==> src/rtl/sync_fifo_pkg.sv <==
// -----------------------------------------------------------------------------
// sync_fifo_pkg
// Shared defaults and helpers for the sync_fifo_param single-clock FIFO.
//   DEF_DATA_W / DEF_DEPTH / DEF_AE_LEVEL : default parameter values
//   ptr_width(depth)    : bits needed to address DEPTH entries
//   cnt_width(depth)    : bits needed to hold a fill level of 0..DEPTH
//   cfg_ok(...)         : elaboration-time sanity check of the parameter set
// Optional feature macro: SYNC_FIFO_FWFT_EN (consumed by the other files).
// -----------------------------------------------------------------------------
package sync_fifo_pkg;

    localparam int DEF_DATA_W   = 8;
    localparam int DEF_DEPTH    = 16;
    localparam int DEF_AE_LEVEL = 2;

    // A depth of 1 would give $clog2 == 0; keep at least one address bit.
    function automatic int ptr_width(input int depth);
        return (depth <= 1) ? 1 : $clog2(depth);
    endfunction

    function automatic int cnt_width(input int depth);
        return $clog2(depth + 1);
    endfunction

    // Legal ranges: DATA_W >= 1, DEPTH >= 2, AF_LEVEL in 1..DEPTH,
    // AE_LEVEL in 0..DEPTH-1.
    function automatic bit cfg_ok(input int data_w, input int depth,
                                  input int af_level, input int ae_level);
        return (data_w >= 1) && (depth >= 2) &&
               (af_level >= 1) && (af_level <= depth) &&
               (ae_level >= 0) && (ae_level <= depth - 1);
    endfunction

endpackage : sync_fifo_pkg

==> src/rtl/sync_fifo_mem.sv <==
// -----------------------------------------------------------------------------
// sync_fifo_mem
// Simple dual-port storage for sync_fifo_param. One write port, one read port.
// The array itself is never reset.
//   clk      : clock
//   rst      : async active-high reset (clears the registered read word only)
//   wr_en    : write strobe, wr_data stored at wr_addr on the rising edge
//   wr_addr  : write address (0..DEPTH-1)
//   wr_data  : write data
//   rd_en    : read strobe (standard mode: loads rd_data from rd_addr)
//   rd_addr  : read address (0..DEPTH-1)
//   rd_data  : read data
// Macro SYNC_FIFO_FWFT_EN: when defined rd_data is a combinational view of
// mem[rd_addr]; otherwise rd_data is a register loaded on rd_en.
// -----------------------------------------------------------------------------
module sync_fifo_mem #(
    parameter int DATA_W = 8,
    parameter int DEPTH  = 16,
    parameter int PTR_W  = 4
) (
    input  logic              clk,
    input  logic              rst,
    input  logic              wr_en,
    input  logic [PTR_W-1:0]  wr_addr,
    input  logic [DATA_W-1:0] wr_data,
    input  logic              rd_en,
    input  logic [PTR_W-1:0]  rd_addr,
    output logic [DATA_W-1:0] rd_data
);

    logic [DATA_W-1:0] mem [DEPTH];

    always_ff @(posedge clk) begin
        if (wr_en) begin
            mem[wr_addr] <= wr_data;
        end
    end

`ifdef SYNC_FIFO_FWFT_EN
    // Head word is always visible; reset and rd_en are not needed here.
    assign rd_data = mem[rd_addr];

    logic unused_ok;
    assign unused_ok = rst ^ rd_en;
`else
    // Registered read. On a simultaneous read/write of the same entry
    // (full FIFO, rd+wr) the old word is returned, which is the head word.
    always_ff @(posedge clk or posedge rst) begin
        if (rst) begin
            rd_data <= '0;
        end else if (rd_en) begin
            rd_data <= mem[rd_addr];
        end
    end
`endif

endmodule : sync_fifo_mem

==> src/rtl/sync_fifo_param.sv <==
// -----------------------------------------------------------------------------
// sync_fifo_param
// Parametrised single-clock FIFO with arbitrary (non power-of-2) depth,
// programmable almost-full/almost-empty thresholds, fill level, read-valid
// strobe and sticky overflow/underflow flags.
//   clk, rst      : clock, async active-high reset
//   i_wren        : write request,  i_wrdata : write data
//   i_rden        : read request (pop)
//   o_rddata      : read data,      o_rdvalid : o_rddata valid
//   o_full        : count == DEPTH, o_empty   : count == 0
//   o_alm_full    : count >= AF_LEVEL
//   o_alm_empty   : count <= AE_LEVEL
//   o_count       : current fill level
//   o_overflow    : sticky, write attempted while full and not accepted
//   o_underflow   : sticky, read attempted while empty
// Macro SYNC_FIFO_FWFT_EN: first-word-fall-through read mode when defined,
// 1-cycle registered read otherwise. Flags, count and errors are the same in
// both modes.
//
// Handshake: a write is taken on any rising edge where i_wren is high and
// the FIFO is not full, or is full but a read is taken in the same cycle.
// A read is taken on any rising edge where i_rden is high and the FIFO is
// not empty. Requests that are not taken are dropped (and flagged), never
// held over; there is no back-pressure beyond o_full/o_empty.
// -----------------------------------------------------------------------------
module sync_fifo_param
    import sync_fifo_pkg::*;
#(
    parameter int DATA_W   = DEF_DATA_W,
    parameter int DEPTH    = DEF_DEPTH,
    parameter int AF_LEVEL = DEPTH - 2,
    parameter int AE_LEVEL = DEF_AE_LEVEL
) (
    input  logic                         clk,
    input  logic                         rst,
    input  logic                         i_wren,
    input  logic [DATA_W-1:0]            i_wrdata,
    input  logic                         i_rden,
    output logic [DATA_W-1:0]            o_rddata,
    output logic                         o_rdvalid,
    output logic                         o_full,
    output logic                         o_empty,
    output logic                         o_alm_full,
    output logic                         o_alm_empty,
    output logic [$clog2(DEPTH+1)-1:0]   o_count,
    output logic                         o_overflow,
    output logic                         o_underflow
);

    localparam int PTR_W = ptr_width(DEPTH);
    localparam int CNT_W = cnt_width(DEPTH);

    localparam logic [PTR_W-1:0] PTR_LAST = PTR_W'(DEPTH - 1);
    localparam logic [CNT_W-1:0] CNT_FULL = CNT_W'(DEPTH);
    localparam logic [CNT_W-1:0] CNT_AF   = CNT_W'(AF_LEVEL);
    localparam logic [CNT_W-1:0] CNT_AE   = CNT_W'(AE_LEVEL);

    if (!cfg_ok(DATA_W, DEPTH, AF_LEVEL, AE_LEVEL)) begin : g_bad_cfg
        $error("sync_fifo_param: illegal DATA_W/DEPTH/AF_LEVEL/AE_LEVEL");
    end

    logic [PTR_W-1:0] wr_ptr_q, rd_ptr_q;
    logic [CNT_W-1:0] count_q,  count_next;
    logic             full_q, empty_q, afull_q, aempty_q;
    logic             ovf_q, unf_q;
    logic             rd_acc, wr_acc;
    logic [DATA_W-1:0] mem_rdata;

    // Acceptance uses the registered flags; a write into a full FIFO only
    // succeeds when it is paired with an accepted read.
    assign rd_acc     = i_rden & ~empty_q;
    assign wr_acc     = i_wren & (~full_q | rd_acc);
    assign count_next = count_q + CNT_W'(wr_acc) - CNT_W'(rd_acc);

    // Explicit wrap so non power-of-2 depths work.
    function automatic logic [PTR_W-1:0] ptr_inc(input logic [PTR_W-1:0] p);
        return (p == PTR_LAST) ? '0 : p + PTR_W'(1);
    endfunction

    always_ff @(posedge clk or posedge rst) begin
        if (rst) begin
            wr_ptr_q <= '0;
            rd_ptr_q <= '0;
            count_q  <= '0;
            full_q   <= 1'b0;
            empty_q  <= 1'b1;
            afull_q  <= 1'b0;
            aempty_q <= 1'b1;
            ovf_q    <= 1'b0;
            unf_q    <= 1'b0;
        end else begin
            if (wr_acc) begin
                wr_ptr_q <= ptr_inc(wr_ptr_q);
            end
            if (rd_acc) begin
                rd_ptr_q <= ptr_inc(rd_ptr_q);
            end
            count_q  <= count_next;
            // Flags come from count_next so they line up with o_count.
            full_q   <= (count_next == CNT_FULL);
            empty_q  <= (count_next == '0);
            afull_q  <= (count_next >= CNT_AF);
            aempty_q <= (count_next <= CNT_AE);
            ovf_q    <= ovf_q | (i_wren & ~wr_acc);
            unf_q    <= unf_q | (i_rden & empty_q);
        end
    end

    sync_fifo_mem #(
        .DATA_W (DATA_W),
        .DEPTH  (DEPTH),
        .PTR_W  (PTR_W)
    ) u_mem (
        .clk     (clk),
        .rst     (rst),
        .wr_en   (wr_acc),
        .wr_addr (wr_ptr_q),
        .wr_data (i_wrdata),
        .rd_en   (rd_acc),
        .rd_addr (rd_ptr_q),
        .rd_data (mem_rdata)
    );

`ifdef SYNC_FIFO_FWFT_EN
    // The array is not reset, so the head word is masked while empty to keep
    // o_rddata at zero after reset.
    assign o_rddata  = empty_q ? '0 : mem_rdata;
    assign o_rdvalid = ~empty_q;
`else
    logic rdvalid_q;

    always_ff @(posedge clk or posedge rst) begin
        if (rst) begin
            rdvalid_q <= 1'b0;
        end else begin
            rdvalid_q <= rd_acc;
        end
    end

    assign o_rddata  = mem_rdata;
    assign o_rdvalid = rdvalid_q;
`endif

    assign o_full      = full_q;
    assign o_empty     = empty_q;
    assign o_alm_full  = afull_q;
    assign o_alm_empty = aempty_q;
    assign o_count     = count_q;
    assign o_overflow  = ovf_q;
    assign o_underflow = unf_q;

endmodule : sync_fifo_param
==> config.mk <==
export PLATFORM = sky130hd
export DESIGN_NAME = sync_fifo_param
export DESIGN_NICKNAME = d
export VERILOG_FILES = /design/src/rtl/sync_fifo_pkg.sv /design/src/rtl/sync_fifo_mem.sv /design/src/rtl/sync_fifo_param.sv
export SDC_FILE = /design/constraint.sdc
export NUM_CORES = 1
export LEC_CHECK = 0
export CORE_UTILIZATION = 50
export DETAILED_ROUTE_END_ITERATION = 10
export PLACE_DENSITY = 0.8
export RECOVER_POWER = 100
export SYNTH_ARGS = -nofsm -noshare
export SYNTH_HDL_FRONTEND = slang
export SYNTH_SLANG_ARGS = --single-unit
==> constraint.sdc <==
create_clock -name clk -period 2.5 [get_ports clk]
set_input_delay 0.5 -clock clk [delete_from_list [all_inputs] [get_ports clk]]
set_output_delay 0.5 -clock clk [all_outputs]
set_load 0.005 [all_outputs]
Word-level counts from Yosys, hierarchy flattened

Memory sizes are Yosys's and may differ from the RTL's. A register that Yosys moved wholly into a read port is not among the register bits.
Cells that the tools add are included.
W data, S select, Z words.

Bits in registers: 20
Memory bits (writable): 128
Input bits: 12
Output and inout port bits: 20
Word-level logic and storage cells: 35
Memories: 1

Add/sub/neg operators: 4
Magnitude comparators: 2
Eq/ne operators: 3
Mux-type cells: 4
Bitwise logic cells: 10
Reductions and logical operators: 1

Memories:

| memory    | depth | bits a word | rd ports | clocked after Yosys merged registers in | wr ports | line                | text |
|---|---|---|---|---|---|---|---|
| u_mem.mem | 16    | 8           | 1        | 1                                       | 1        | sync_fifo_mem.sv:31 | `logic [DATA_W-1:0] mem [DEPTH];` |

Operators with widths:

| cell                  | number |
|---|---|
| $add A4 B1 Y4 const B | 2 |
| $eq A4 B4 Y1 const B  | 2 |
| $mux W4               | 2 |
| $add A5 B1 Y5         | 1 |
| $eq A5 B5 Y1 const B  | 1 |
| $ge A5 B4 Y1 const B  | 1 |
| $le A5 B2 Y1 const B  | 1 |
| $logic_not A5 Y1      | 1 |
| $sub A5 B1 Y5         | 1 |
| $and A1 B1 Y1         | 4 |
| $not A1 Y1            | 3 |
| $or A1 B1 Y1          | 3 |
| $mux W1               | 2 |

Longest topological paths before layout

Gate-level depths: netlist of run 1.

Word-level depth: 7
Mapped depth: 11
Depth with buffers taken out: 11

By module

Synthesis of run 1 repeated with hierarchy kept, for this count alone.

Cell total of the unflattened synthesis: 316
Area, all modules: 6,268.5 µm²

Modules (own cells, without submodules):

| module          | times used | cells an instance | area an instance (µm²) | seq. area each (µm²) |
|---|---|---|---|---|
| sync_fifo_mem   | 1          | 241               | 5,335.1                | 4,043.9 |
| sync_fifo_param | 1          | 75                | 933.4                  | 503.0 |

Worst setup path after synthesis of run 1

Ideal clock, no wire load.

Path kind: reg-to-reg
Start point: reg empty_q (netlist: o_empty)
End point: reg aempty_q (netlist: o_alm_empty)
Library setup time: 105 ps
Arrival: 2,604 ps
Data required time: 2,395 ps
Path slack: -208 ps
Stages on the path, launching flop included: 12
Buffers on the path: 1
Clock period less this slack: 2,708 ps
Cells stage by stage: dfstp_2 -> nand2b_4 -> inv_1 -> clkbuf_1 -> ha_1 -> inv_1 -> ha_1 -> fa_1 -> a21o_1 -> a21oi_2 -> xnor2_2 -> a2111oi_2

Longest elaborated chain between the ends: 7

RTL lines:

| what                     | line                   | text |
|---|---|---|
| start: declaration       | sync_fifo_param.sv:64  | `logic full_q, empty_q, afull_q, aempty_q;` |
| start signal: assignment | sync_fifo_param.sv:101 | `empty_q <= (count_next == '0);` |
| $not A1 Y1 (*)           | sync_fifo_param.sv:71  | `assign rd_acc = i_rden & ~empty_q;` |
| $and A1 B1 Y1 (*)        | sync_fifo_param.sv:71  |  |
| via rd_acc               | sync_fifo_param.sv:66  | `logic rd_acc, wr_acc;` |
| $or A1 B1 Y1             | sync_fifo_param.sv:72  | `assign wr_acc = i_wren & (~full_q \| rd_acc);` |
| $and A1 B1 Y1            | sync_fifo_param.sv:72  |  |
| $add A5 B1 Y5            | sync_fifo_param.sv:73  | `assign count_next = count_q + CNT_W'(wr_acc) - CNT_W'(rd_acc);` |
| $sub A5 B1 Y5 (*)        | sync_fifo_param.sv:73  |  |
| via count_next[4]        | sync_fifo_param.sv:63  | `logic [CNT_W-1:0] count_q, count_next;` |
| $le A5 B2 Y1 (*)         | sync_fifo_param.sv:103 | `aempty_q <= (count_next <= CNT_AE);` |
| end signal: assignment   | sync_fifo_param.sv:103 |  |
| end: declaration         | sync_fifo_param.sv:64  |  |

Mark *: on every way through the listed nets, which the timed path passes. The rest lies on a longest branch.
A chain may end at the register's enable or synchronous reset.

Final worst setup path of run 1

Start point: reg empty_q (netlist: o_empty)
End point: reg aempty_q (netlist: o_alm_empty)

Longest elaborated chain between the ends: 7

RTL lines:

| what              | line |
|---|---|
| $not A1 Y1 (*)    | sync_fifo_param.sv:71 |
| $and A1 B1 Y1 (*) | sync_fifo_param.sv:71 |
| $or A1 B1 Y1      | sync_fifo_param.sv:72 |
| $and A1 B1 Y1     | sync_fifo_param.sv:72 |
| $add A5 B1 Y5     | sync_fifo_param.sv:73 |
| $sub A5 B1 Y5 (*) | sync_fifo_param.sv:73 |
| via count_next[4] | sync_fifo_param.sv:63 |
| $le A5 B2 Y1 (*)  | sync_fifo_param.sv:103 |

Marked as above.

==> results of run 1 <==
## layer usage
metal	global-route usage (%)	vias to the layer above
li1	-	1559
met1	29.57	1820
met2	35.96	196
met3	7.253	26
met4	11.17	0
met5	0	-
## what timing repair did
action | in CTS | in global routing
setup buffers | 2 | 2
endpoints found under the setup margin | 4 | 4
gates cloned | 0 | 0
pin swaps | 5 | 5
hold buffers | 0 | 0
gates resized for setup | 7 | 4
## cell families after synthesis
group | Yosys count
flops | 156
compound gates | 57
simple gates | 51
mux | 48
buf+inv | 29
fa+ha+maj | 11
xor+xnor | 6
## worst paths after layout
check                            startpoint     endpoint  slack, ps
min in group asynchronous               rst  o_underflow       1080
worst min register to register  o_underflow  o_underflow        460
worst min-delay path                 i_wren   o_overflow        390
max in group asynchronous               rst       o_full        500
worst max-delay path                o_empty  o_alm_empty        -70
worst max register to register      o_empty  o_alm_empty        -70
## layout make-up
type / instances / share of cell area (%)
diodes: 1 / 0.03209
clock buffers: 18 / 5.503
clock inverters: 14 / 2.374
inverters: 11 / 0.5936
multi-input cells: 173 / 21.08
flip-flops and latches: 156 / 58.30
well taps: 168 / 2.695
repair buffers: 74 / 9.418
## cell usage after synthesis, types with 2 or more instances
cell type | instances | share of area (%)
edfxtp_1 | 128 | 61
mux2i_1 | 31 | 4.9
dfrtp_1 | 26 | 10
and2_1 | 12 | 1.2
inv_1 | 11 | 0.65
mux4_2 | 11 | 3.9
ha_1 | 10 | 2.0
nand2_1 | 10 | 0.59
a21oi_1 | 9 | 0.71
a221oi_1 | 7 | 0.97
a31oi_1 | 7 | 0.69
nand3_1 | 7 | 0.55
nor2_1 | 7 | 0.41
o21ai_0 | 7 | 0.55
o22ai_1 | 7 | 0.69
buf_6 | 6 | 1.1
clkbuf_1 | 5 | 0.30
mux4_1 | 5 | 2.1
o21ai_1 | 5 | 0.39
a21o_1 | 4 | 0.47
and4_1 | 4 | 0.55
xnor2_1 | 4 | 0.55
buf_2 | 3 | 0.24
nor3b_1 | 3 | 0.35
a31o_2 | 2 | 0.28
buf_12 | 2 | 0.63
dfstp_2 | 2 | 0.83
nor2b_1 | 2 | 0.20
nor3_1 | 2 | 0.16
## power by group through the flow
| stage | registers, mW | clock network, mW | logic (mW) |
|---|---|---|---|
| 5_1_grt | 3.65 | 2.79 | 3.56 |
| 3_5_place_dp | 3.64 | 0 | 3.13 |
| 2_1_floorplan | 3.50 | 0 | 2.15 |
| 4_1_cts | 3.60 | 2.68 | 3.23 |
| 6_report | 3.61 | 2.66 | 3.33 |
| 3_3_place_gp | 3.61 | 0 | 3.01 |
## registers in the layout (all words and copies together) (netlist names)
signal	flops
o_full	1
o_empty	1
o_count	5
o_overflow	1
wr_ptr_q	4
o_rdvalid	1
u_mem.rd_data	8
o_alm_empty	1
u_mem.mem	128
rd_ptr_q	4
o_underflow	1
o_alm_full	1
## worst max-delay path: stages (launching register included)
cell,delay (ps)
dfstp_2,540
nand2b_4,140
buf_6,110
inv_4,40
ha_4,270
inv_4,40
ha_4,160
fa_2,390
a21o_1,180
a21oi_2,170
xnor2_2,140
a2111oi_2,280
## cells in the final DEF (no fill, tap or decap), types with 7 or more instances in the layout
master,n
buf_12,8
o22ai_1,7
nor2_1,7
mux4_2,11
dfrtp_1,26
clkdlybuf4s50_1,28
ha_1,8
mux2i_1,31
buf_4,33
inv_1,8
edfxtp_1,128
and2_1,12
a221oi_1,7
a31oi_1,7
a21oi_1,9
clkbuf_16,17
nand3_1,7
o21ai_0,7
nand2_1,10
==> reports/metrics.cfg, run 1 <==
[layout]
final_nets=456
utilization_pct=63.86
register_area_sq_um=4547
area_growth_pct=22.84
multiInputGateArea_sq_um=1644
fin_cells=615
num-fill-cells=818
post_route_cells_drive_above_1_share_pct=23.32
fin_area_sq_um=7799

[power]
p_sw_share_pct=32.15
p_sw_mw=3.088
p_seq_share_pct=37.6
power.total_mw=9.606
power.leakage_nw=2.849
peakVddDrop_mv=0.5736
power.combinational.fraction_pct=34.7
p_per_area_nw_per_um2=1232
cellInternalPower_mw=6.518
clockPowerShare_pct=27.7

[timing]
setup_ws_ps=-67.75
relSlewSlack_pct=-6.463
holdWs_ps=386.4
rsz0062_at_grt=true
fin_setup_tns_ps=-127.6
setup_violations=4
min_period_ps=2568
worst_pin_slew_ps=1597
min_period_over_period_pct=102.7
fin_worst_skew_ps=12.05
clock.fmax_ghz=0.3894
slew_viol_final=29
finalHoldViolations=0

[synthesis]
avgSynthCellArea_sq_um=17.73
ys.warnings.count=0
synth_cell_type_count=48
synth.area.mux_share_pct=11.10
yosysSeqAreaShare_pct=71.62
syn_area_sq_um=6349
ys_ff_latch=156
syn-num-nets=381
yosys.area_share.adder_pct=2.286
synth_compound_area_share_pct=6.090
synth_xor_area_share_pct=0.9460
synthFlopType=edfxtp_1
netlist_instances=358
synth_top_family_by_area=multiplexers
synth-simple-area-share_pct=4.730
synth_edf_count=128
synth-async-reset-ratio_pct=17.95

[cts]
clockBufferDepth=2
cts_buffers=17
cts-root-buf=clkbuf_16
ctsHtreeMaxLevel=4
clk_latency_ps=420
cts.clk_slew.worst_paths_ps=60
cts_tree=built
cts.sinks=156

[critical_path]
endpoint_kind=flop
reg2reg_depth=11
startpoint_type=flop
crit_required_ps=2800
path_class=flop to flop
arrival_ps=2870
crit_fanout=5

[drt]
wl_per_cell_microns=22.69
routed_wl_microns=13950
wl_met1_microns=5375
vias=3601
dr_wl_met3_microns=1222
via_per_inst=5.855
ant_nets=0
drt-initial-drc-count=370
drcViolationCount=0
wl_met2_microns=6929
dr.pass1.iters=5
top_layer_used=met4

[status]
violations=capacitance limit, slew limit, setup timing
status=complete, but fails checks

[place]
numPortBuffers=31
place.gp.congestion=0.7980
dp_hpwl_microns=8610
dpl-instance-area_sq_um=7116
pre_cts_ws_ps=-504.4
dpl.cell_count=578

[floorplanning]
core_sq_um=12210
die_h_microns=114.7
start_util_pct=51.99
die_w_microns=114.7
std_cell_rows=40
design.die.area_sq_um=13150
ios=32

[grt]
grt_use_total_pct=23.08
grt.overflow.total=0
antenna_found_initial=1
grt_pass1_wl_microns=21390
grt_max_degree=34
grt_pass1_vias=3818

[worst_hold_path]
min_path_cells=2
worstHoldPathType=input port to flop

[job]
maxCapViolCount=1

No activity file was read; power rests on OpenSTA's default activity.
==> run 2, diff against run 1 <==
--- a/config.mk
+++ b/config.mk
@@ -9,6 +9,7 @@
 export DETAILED_ROUTE_END_ITERATION = 10
 export PLACE_DENSITY = 0.8
 export RECOVER_POWER = 100
+export SLEW_MARGIN = 0
 export SYNTH_ARGS = -nofsm -noshare
 export SYNTH_HDL_FRONTEND = slang
 export SYNTH_SLANG_ARGS = --single-unit
==> results of run 2 <==
Same layout as run 1: the final DEF is identical, and so are final timing and power.
